[config.mk]
export PLATFORM = sky130hd
export DESIGN_NAME = mem_stream_reader_flat
export DESIGN_NICKNAME = d
export VERILOG_FILES = /design/src/rtl/mem_stream_reader_if.sv /design/src/rtl/mem_stream_reader.sv /design/src/flat_wrapper.sv
export SDC_FILE = /design/constraint.sdc
export NUM_CORES = 1
export LEC_CHECK = 0
export BUFFER_PORTS_ARGS = -buffer_cell sky130_fd_sc_hd__buf_2
export CAP_MARGIN = 10
export CORE_MARGIN = 1
export CORE_UTILIZATION = 50
export DETAILED_ROUTE_END_ITERATION = 8
export PLACE_DENSITY = 0.73
export SETUP_SLACK_MARGIN = 0.1
export SLEW_MARGIN = 20
export SYNTH_ARGS = -nofsm -noshare
export SYNTH_HDL_FRONTEND = slang
export SYNTH_SLANG_ARGS = --single-unit
[constraint.sdc]
create_clock -name clock -period 7.7 [get_ports clock]
set_input_delay 0 -clock clock [delete_from_list [all_inputs] [get_ports clock]]
set_output_delay 0 -clock clock [all_outputs]
set_load 0.1 [all_outputs]
[src/rtl/mem_stream_reader_if.sv]
// mem_stream_reader_if
// Ready/valid stream carrying words read out of memory by mem_stream_reader.
//   out_data  : stream word, WIDTH bits
//   out_valid : producer has a word on out_data
//   out_ready : consumer accepts the word this cycle
//   out_last  : word is the final one of its burst
// Modports: master = producer (the reader), slave = consumer.
interface mem_stream_reader_if #(
    parameter int WIDTH = 8
);
    logic [WIDTH-1:0] out_data;
    logic             out_valid;
    logic             out_ready;
    logic             out_last;

    modport master (
        output out_data,
        output out_valid,
        output out_last,
        input  out_ready
    );

    modport slave (
        input  out_data,
        input  out_valid,
        input  out_last,
        output out_ready
    );
endinterface

[src/rtl/mem_stream_reader.sv]
// mem_stream_reader
// Reads a burst of len words from a synchronous single-port memory starting
// at base (wrapping modulo DEPTH) and streams them out over a ready/valid
// interface through a 2-entry skid FIFO.
//
// Ports:
//   clock, reset_n : rising-edge clock, asynchronous active-low reset
//   start          : begin a burst (only honoured in IDLE)
//   base, len      : first address and word count, sampled with start
//   busy, done     : burst in progress / one-cycle completion pulse
//   mem_address    : memory read address (mem_q follows one cycle later)
//   mem_q          : memory read data
//   strm           : stream master (out_data/out_valid/out_ready/out_last)
//   stall_count    : cycles with out_valid && !out_ready
//
// Optional feature: define MEM_STREAM_STALL_COUNT_EN to build the saturating
// stall counter; without it stall_count is tied to zero.
module mem_stream_reader #(
    parameter int WIDTH = 8,
    parameter int DEPTH = 64,
    localparam int AW = $clog2(DEPTH)
) (
    input  logic                clock,
    input  logic                reset_n,
    input  logic                start,
    input  logic [AW-1:0]       base,
    input  logic [AW:0]         len,
    output logic                busy,
    output logic                done,
    output logic [AW-1:0]       mem_address,
    input  logic [WIDTH-1:0]    mem_q,
    mem_stream_reader_if.master strm,
    output logic [31:0]         stall_count
);
    typedef enum logic [1:0] {ST_IDLE, ST_RUN, ST_DRAIN, ST_DONE} state_t;

    localparam logic [AW:0] LEN_ZERO = {(AW+1){1'b0}};
    localparam logic [AW:0] LEN_ONE  = {{AW{1'b0}}, 1'b1};

    // Next sequential address, wrapping DEPTH-1 -> 0 even for non-power-of-2 DEPTH.
    function automatic logic [AW-1:0] wrap_inc(input logic [AW-1:0] a);
        if (a == AW'(DEPTH - 1)) begin
            return {AW{1'b0}};
        end else begin
            return a + {{(AW-1){1'b0}}, 1'b1};
        end
    endfunction

    state_t                  state_r, state_s;
    logic                    busy_r, done_r;
    logic [AW-1:0]           next_addr_r, last_addr_r, issue_addr_s;
    logic [AW:0]             issue_left_r, cap_left_r;
    logic                    inflight_r;
    logic [1:0][WIDTH-1:0]   fifo_data_r;
    logic [1:0]              fifo_last_r;
    logic                    wr_ptr_r, rd_ptr_r;
    logic [1:0]              count_r;
    logic [2:0]              occ_s;
    logic                    accept_s, issue_s, pop_s, out_valid_s, head_last_s;

    assign out_valid_s    = (count_r != 2'd0);
    assign head_last_s    = fifo_last_r[rd_ptr_r];
    assign strm.out_valid = out_valid_s;
    assign strm.out_data  = fifo_data_r[rd_ptr_r];
    assign strm.out_last  = out_valid_s && head_last_s;
    assign busy           = busy_r;
    assign done           = done_r;
    // The address is presented in the issue cycle so that mem_q can be
    // captured on the very next edge; otherwise the last address is held.
    assign mem_address    = issue_s ? issue_addr_s : last_addr_r;

    // Next-state, read-issue and FIFO-pop decisions.
    always_comb begin
        state_s      = state_r;
        accept_s     = 1'b0;
        issue_s      = 1'b0;
        issue_addr_s = next_addr_r;
        pop_s        = out_valid_s && strm.out_ready;
        // Occupancy seen by the next edge: the word popped now frees its slot,
        // which is what lets a 2-entry FIFO sustain one word per cycle.
        occ_s        = {1'b0, count_r} + {2'b00, inflight_r} - {2'b00, pop_s};
        case (state_r)
            ST_IDLE: begin
                if (start) begin
                    accept_s     = 1'b1;
                    issue_addr_s = base;
                    if (len != LEN_ZERO) begin
                        issue_s = 1'b1;
                        state_s = ST_RUN;
                    end else begin
                        state_s = ST_DONE;
                    end
                end else begin
                    state_s = ST_IDLE;
                end
            end
            ST_RUN: begin
                if ((issue_left_r != LEN_ZERO) && (occ_s < 3'd2)) begin
                    issue_s = 1'b1;
                end else begin
                    issue_s = 1'b0;
                end
                if (pop_s && head_last_s) begin
                    state_s = ST_DONE;
                end else if (issue_left_r == LEN_ZERO) begin
                    state_s = ST_DRAIN;
                end else begin
                    state_s = ST_RUN;
                end
            end
            ST_DRAIN: begin
                if (pop_s && head_last_s) begin
                    state_s = ST_DONE;
                end else begin
                    state_s = ST_DRAIN;
                end
            end
            ST_DONE: begin
                state_s = ST_IDLE;
            end
            default: begin
                state_s = ST_IDLE;
            end
        endcase
    end

    // State register with busy/done registered from the next state.
    always_ff @(posedge clock or negedge reset_n) begin
        if (!reset_n) begin
            state_r <= ST_IDLE;
            busy_r  <= 1'b0;
            done_r  <= 1'b0;
        end else begin
            state_r <= state_s;
            busy_r  <= (state_s == ST_RUN) || (state_s == ST_DRAIN);
            done_r  <= (state_s == ST_DONE);
        end
    end

    // Read-issue bookkeeping: address walk, reads remaining, read in flight.
    always_ff @(posedge clock or negedge reset_n) begin
        if (!reset_n) begin
            next_addr_r  <= {AW{1'b0}};
            last_addr_r  <= {AW{1'b0}};
            issue_left_r <= LEN_ZERO;
            inflight_r   <= 1'b0;
        end else begin
            inflight_r <= issue_s;
            if (issue_s) begin
                last_addr_r <= issue_addr_s;
                next_addr_r <= wrap_inc(issue_addr_s);
            end
            if (accept_s) begin
                issue_left_r <= issue_s ? (len - LEN_ONE) : LEN_ZERO;
            end else if (issue_s) begin
                issue_left_r <= issue_left_r - LEN_ONE;
            end else begin
                issue_left_r <= issue_left_r;
            end
        end
    end

    // Two-entry FIFO: capture mem_q one cycle after issue, tag the final word.
    always_ff @(posedge clock or negedge reset_n) begin
        if (!reset_n) begin
            fifo_data_r <= '{default: {WIDTH{1'b0}}};
            fifo_last_r <= 2'b00;
            wr_ptr_r    <= 1'b0;
            rd_ptr_r    <= 1'b0;
            count_r     <= 2'd0;
            cap_left_r  <= LEN_ZERO;
        end else begin
            if (accept_s) begin
                cap_left_r <= len;
            end else if (inflight_r) begin
                cap_left_r <= cap_left_r - LEN_ONE;
            end else begin
                cap_left_r <= cap_left_r;
            end
            if (inflight_r) begin
                fifo_data_r[wr_ptr_r] <= mem_q;
                fifo_last_r[wr_ptr_r] <= (cap_left_r == LEN_ONE);
                wr_ptr_r              <= ~wr_ptr_r;
            end
            if (pop_s) begin
                rd_ptr_r <= ~rd_ptr_r;
            end
            count_r <= count_r + {1'b0, inflight_r} - {1'b0, pop_s};
        end
    end

`ifdef MEM_STREAM_STALL_COUNT_EN
    logic [31:0] stall_r;

    // Saturating count of cycles the consumer holds off a valid word.
    always_ff @(posedge clock or negedge reset_n) begin
        if (!reset_n) begin
            stall_r <= 32'd0;
        end else if (accept_s) begin
            stall_r <= 32'd0;
        end else if (out_valid_s && !strm.out_ready && (stall_r != 32'hFFFF_FFFF)) begin
            stall_r <= stall_r + 32'd1;
        end else begin
            stall_r <= stall_r;
        end
    end

    assign stall_count = stall_r;
`else
    assign stall_count = 32'd0;
`endif

endmodule

[src/flat_wrapper.sv]
// flat-port wrapper written by rule: the top's interface ports become plain ports
module mem_stream_reader_flat 
#(
    parameter int WIDTH = 8,
    parameter int DEPTH = 64,
    localparam int AW = $clog2(DEPTH)
)
  (clock, reset_n, start, base, len, busy, done, mem_address, mem_q, stall_count, strm_out_data, strm_out_valid, strm_out_last, strm_out_ready);
  mem_stream_reader_if #(.WIDTH(WIDTH)) strm_i ();
  input  logic clock;
  input  logic reset_n;
  input  logic start;
  input  logic [AW-1:0] base;
  input  logic [AW:0] len;
  output logic busy;
  output logic done;
  output logic [AW-1:0] mem_address;
  input  logic [WIDTH-1:0] mem_q;
  output logic [31:0] stall_count;
  output wire logic [$bits(strm_i.out_data)-1:0] strm_out_data;
  output wire logic [$bits(strm_i.out_valid)-1:0] strm_out_valid;
  output wire logic [$bits(strm_i.out_last)-1:0] strm_out_last;
  input wire logic [$bits(strm_i.out_ready)-1:0] strm_out_ready;
  assign strm_out_data = strm_i.out_data;
  assign strm_out_valid = strm_i.out_valid;
  assign strm_out_last = strm_i.out_last;
  assign strm_i.out_ready = strm_out_ready;
  mem_stream_reader #(.WIDTH(WIDTH), .DEPTH(DEPTH)) u_core (.clock(clock), .reset_n(reset_n), .start(start), .base(base), .len(len), .busy(busy), .done(done), .mem_address(mem_address), .mem_q(mem_q), .strm(strm_i), .stall_count(stall_count));
endmodule
# Word level (Yosys, flattened, before mapping)

Index checks and enable logic that the tools add are counted.

Input port bits: 25
Bits in registers: 53
Word-level logic and storage cells: 80

Equality and inequality tests: 8
Bitwise logic cells: 2
Muxes and demuxes: 31
Reductions and logical operators: 13
$add $sub $neg: 8
Magnitude comparators: 4

Operators with widths:

| cell                  | count |
|---|---|
| $mux W7               | 5 |
| $mux W6               | 4 |
| $mux W8               | 3 |
| $sub A7 B1 Y7 const B | 3 |
| $bwmux W16            | 1 |
| $reduce_bool A7 Y1    | 2 |
| $mux W1               | 9 |
| $demux W8 S1          | 1 |
| $eq A2 B2 Y1 const B  | 4 |
| $mux W2               | 4 |
| $pmux W2 S4           | 1 |
| $eq A7 B1 Y1 const B  | 1 |
| $logic_not A7 Y1      | 1 |
| $add A6 B1 Y6 const B | 1 |
| $eq A6 B6 Y1 const B  | 1 |
| $reduce_bool A2 Y1    | 3 |
| $logic_and A1 B1 Y1   | 5 |
| $eq A2 B1 Y1 const B  | 2 |
| $lt A1 B2 Y1 const B  | 2 |
| $add A2 B1 Y3         | 1 |
| $lt A3 B2 Y1 const B  | 1 |
| $sub A3 B1 Y3         | 1 |
| $add A2 B1 Y2         | 1 |
| $bwmux W2             | 1 |
| 7 further kinds       | 8 |

# Longest topological paths before layout

Depth in word-level cells: 9
Depth in mapped cells: 16

# Least setup slack after synthesis

Ideal clock, no wire load.

Kind: register to register
Start point: register u_core.count_r[1]
End point: register u_core.last_addr_r[2]
Required time: 7.347 ns
Cell stages (with the launch flop): 15
Setup slack: 1.926 ns
Library setup time: 0.353 ns
Arrival: 5.420 ns
Cell sequence: dfrtp_1 -> nor2_1 -> inv_1 -> nand2_1 -> inv_1 -> ha_1 -> inv_1 -> ha_1 -> fa_1 -> or3b_4 -> a211oi_4 -> o21ba_1 -> buf_6 -> buf_2 -> o21ai_0

Longest elaborated chain between the ends: 8
Elaborated cells on any way between the ends: 9
Those cells by class: add/sub: 2; order compare: 1; mux: 3; reduce/logical: 3

Ends and longest elaborated chain:

| element                  | RTL line                 | source |
|---|---|---|
| start: declaration       | mem_stream_reader.sv:57  | `logic [1:0] count_r;` |
| start signal: assignment | mem_stream_reader.sv:188 | `count_r <= count_r + {1'b0, inflight_r} - {1'b0, pop_s};` |
| $reduce_bool A2 Y1       | mem_stream_reader.sv:61  | `assign out_valid_s = (count_r != 2'd0);` |
| via strm_out_valid       | flat_wrapper.sv:21       | `output wire logic [$bits(strm_i.out_valid)-1:0] strm_out_valid;` |
| $logic_and A1 B1 Y1      | mem_stream_reader.sv:78  | `pop_s = out_valid_s && strm.out_ready;` |
| via u_core.pop_s         | mem_stream_reader.sv:59  | `logic accept_s, issue_s, pop_s, out_valid_s, head_last_s;` |
| $sub A3 B1 Y3            | mem_stream_reader.sv:81  | `occ_s = {1'b0, count_r} + {2'b00, inflight_r} - {2'b00, pop_s};` |
| via u_core.occ_s[1]      | mem_stream_reader.sv:58  | `logic [2:0] occ_s;` |
| $lt A3 B2 Y1             | mem_stream_reader.sv:98  | `if ((issue_left_r != LEN_ZERO) && (occ_s < 3'd2)) begin` |
| $logic_and A1 B1 Y1      | mem_stream_reader.sv:98  |  |
| $mux W1                  | mem_stream_reader.sv:98  |  |
| $pmux W1 S2              | mem_stream_reader.sv:82  | `case (state_r)` |
| $mux W6                  | n/a                      |  |
| via mem_address[2]       | flat_wrapper.sv:17       | `output logic [AW-1:0] mem_address;` |
| end signal: assignment   | mem_stream_reader.sv:144 | `last_addr_r <= {AW{1'b0}};` |
| end signal: assignment   | mem_stream_reader.sv:150 | `last_addr_r <= issue_addr_s;` |
| end: declaration         | mem_stream_reader.sv:51  | `logic [AW-1:0] next_addr_r, last_addr_r, issue_addr_s;` |

The timed path passes the listed nets, and every way through them passes these cells.
A chain may end at the register's enable or synchronous reset.

# Worst setup path after layout

Start point: register u_core.count_r[1]
End point: output mem_address[4]

Longest elaborated chain between the ends: 8
Elaborated cells on any way between the ends: 9
Those cells by class: add/sub: 2; order compare: 1; mux: 3; reduce/logical: 3

Ends and longest elaborated chain:

| element             | RTL line |
|---|---|
| $reduce_bool A2 Y1  | mem_stream_reader.sv:61 |
| $logic_and A1 B1 Y1 | mem_stream_reader.sv:78 |
| via u_core.pop_s    | mem_stream_reader.sv:59 |
| $sub A3 B1 Y3       | mem_stream_reader.sv:81 |
| via u_core.occ_s[1] | mem_stream_reader.sv:58 |
| $lt A3 B2 Y1        | mem_stream_reader.sv:98 |
| $logic_and A1 B1 Y1 | mem_stream_reader.sv:98 |
| $mux W1             | mem_stream_reader.sv:98 |
| $pmux W1 S2         | mem_stream_reader.sv:82 |
| $mux W6             | n/a |
| end: declaration    | flat_wrapper.sv:17 |

The timed path passes the listed nets, and every way through them passes these cells.

==> impl_results.md <==
* Final Skew at 0.01038 ns
* Endpoints failing setup at 0
* Top Ports at 75
* Reg clk slew, reported paths at 0.11 ns
* H-tree Lvls at 2
* DRT iter0 DRCs at 88
* Sum Neg Setup Slack at 0 ns
* Final Routed Wirelength at 5848 um
* DRC viols at 0
* Crit Path Class: reg -> out
* Synth Warn # at 0
* Arrival time worst endpoint at 4.32 ns
* Initial Utilization at 53.42%
* Minimum clock period at 4.319 ns
* Seq cells post-synth at 53
* Detail Placement HPWL at 4059 um
* Final Hold Viols at 0
* Die Ht at 79.87 um
* Clock root cell: clkbuf_8
* Vias per inst at 5.147
* ANT nets after route at 0
* Primary FF master, synth: dfrtp_1
* Die area at 6378 sq um
* Crit Path Max Fanout at 18
* TritonCTS Buffers at 5
* Clock Sinks at 53
* RD Place Congestion at 0.8852
* Row count at 27
* Layout Nets at 397
* Worst Hold Class: in -> reg
* First-pass GRT wire length at 9625 um
* Core area at 5675 sq um
* Fraction of registers with async set/reset at 100.0%
* Register area share after synthesis at 43.75%
* Vias in the first global route at 2071
* Max-slew violations at 0
* Mapped Area at 3032 sq um
* Worst Tran Pin Value at 0.7785 ns
* Setup Buffers After CTS at 0
* CTS Buffer Depth at 2
* Share of layout cells above drive strength 1 at 23.08%
* Max Cap Viol at 0
* Die Width at 79.87 um
* DR vias at 2244
* Grt ovf at 0
* Distinct cells, synth at 45
* Syn Inst Count at 304
* Crit share post-route at 56.08%
* Crit end category: output port
* Worst setup SP type: flop
* Number of flops mapped to enable cells by yosys at 0
* Status: complete, no violations
* Slew HR at 47.91%
* Worst path required time at 7.70 ns
* TritonCTS clock tree: built
* Routed length per instance at 13.41 um
* Clock Latency Late Sink at 0.32 ns
* Largest net degree at the start of global routing at 54
* Syn Area/Cell at 9.973 sq um
* Drt first pass iters at 4
* RSZ-0062 raised after global routing: no
* Initial antenna violation count at 0
* Max Clk Rate at 231.6 MHz
* Area growth from synthesis to layout at 14.49%
* GRT Overall Usage at 19.54%
* Number of port buffers at 42
* Antenna diodes at 0
-- flip-flops by register name, summed over array words and instances (netlist names) --
| signal | count |
|---|---|
| u_core.busy | 1 |
| u_core.cap_left_r | 7 |
| u_core.count_r | 2 |
| u_core.done | 1 |
| u_core.fifo_data_r | 16 |
| u_core.fifo_last_r | 2 |
| u_core.inflight_r | 1 |
| u_core.issue_left_r | 7 |
| u_core.last_addr_r | 6 |
| u_core.next_addr_r | 6 |
| u_core.rd_ptr_r | 1 |
| u_core.state_r | 2 |
| u_core.wr_ptr_r | 1 |
-- worst max-delay path, cell delays in order (launching register included) --
cell and delay [ns]:
dfrtp_1 0.42, nor2_1 0.17, inv_1 0.08, nand2_1 0.12, inv_1 0.06, ha_1 0.27
inv_1 0.04, ha_1 0.18, fa_1 0.46, or3b_4 0.43, a211oi_4 0.27, o21ba_1 0.38
inv_1 0.41, nor2_1 0.08, a31oi_1 0.19, buf_2 0.46
-- metrics by stage --
step	instance area (sq um)	util [%]	cells	setup WS (ns)	hold WS, ns
after floorplan	3148	-	335	1.926	-0.2956
after global placement	3173	55.91	408	3.918	0.1631
after detailed placement	3173	55.91	408	3.784	0.1661
after CTS	3471	61.16	436	3.399	0.03436
after global routing	3471	61.16	436	3.050	0.06155
final	3471	61.16	436	3.381	0.05219
-- final cells by class --
cell class	count	area (sq um)
multi-input cells	223	1471
well taps	72	90.09
flip-flops and latches	53	1326
inverters	16	60.06
clock inverters	3	28.78
fillers	484	2205
clock buffers	5	68.82
repair buffers	64	425.4
-- cells in the final DEF (no fill, tap or decap), types with 5 or more instances in the layout --
cell type,netlist,final
buf_2,2,42
xnor2_1,8,8
xor2_1,7,7
nand2_1,30,30
mux2i_1,6,6
a21oi_1,14,14
conb_1,1,32
mux2_2,25,25
inv_1,16,16
dfrtp_1,53,53
clkbuf_8,0,5
nor2_1,15,15
o21ai_0,14,14
dlygate4sd3_1,0,20
nor3_1,10,10
ha_1,8,8
nand3_1,9,9
-- Yosys cell counts (4+ instances only) --
| cell | n | area share [%] |
|---|---|---|
| ha_1 | 8 | 3.3 |
| o31ai_1 | 4 | 0.99 |
| xor2_1 | 7 | 2.0 |
| nor2_1 | 15 | 1.9 |
| a31oi_1 | 4 | 0.83 |
| inv_1 | 16 | 2.0 |
| nand3_1 | 9 | 1.5 |
| dfrtp_1 | 53 | 44 |
| o21ai_0 | 14 | 2.3 |
| buf_4 | 33 | 8.2 |
| mux2i_1 | 6 | 2.0 |
| mux2_2 | 25 | 9.3 |
| nor3_1 | 10 | 1.7 |
| xnor2_1 | 8 | 2.3 |
| clkbuf_1 | 7 | 0.87 |
| nand2_1 | 30 | 3.7 |
| a21oi_1 | 14 | 2.3 |
-- logic make-up after synthesis --
group,Yosys count,synth area share [%]
other,1,0.1237
AND/OR/NAND/NOR,82,12.92
flip-flops,53,43.75
XOR/XNOR,15,4.334
buffers and inverters,59,11.72
multiplexers,31,11.27
adder cells (fa/ha/maj),9,3.962
AO/OA/AOI/OAI,54,11.93
-- worst paths after layout --
kind,slack [ns],to,start,cells after the start
min in group asynchronous,0.33,u_core.fifo_data_r[3]$_DFFE_PN0P_,reset_n,3
worst max-delay path,3.38,mem_address[4],u_core.count_r[1]$_DFF_PN0_,15
worst min-delay path,0.05,u_core.state_r[0]$_DFF_PN0_,start,2
worst min register to register,0.49,u_core.last_addr_r[2]$_DFF_PN0_,u_core.last_addr_r[2]$_DFF_PN0_,2
max in group asynchronous,6.91,u_core.last_addr_r[5]$_DFF_PN0_,reset_n,3
worst max register to register,3.96,u_core.next_addr_r[2]$_DFFE_PN0P_,u_core.count_r[1]$_DFF_PN0_,14
-- per-layer routing --
layer	GRT usage, %	vias to the layer above	wire [um]	part of all wire, %
li1	-	1107	-	-
met1	26.34	1062	2697	46
met2	31.71	68	2791	48
met3	3.886	7	284	4.9
met4	5.893	0	75	1.3
met5	0	-	0	0
-- repair_timing --
action	4_1_cts	5_1_grt
gates resized for setup	0	0
endpoints found under the hold margin	81	0
hold buffers	20	0
Power is not shown: default switching activity piles up to over one toggle a cycle in this logic, so the estimate is an artifact.
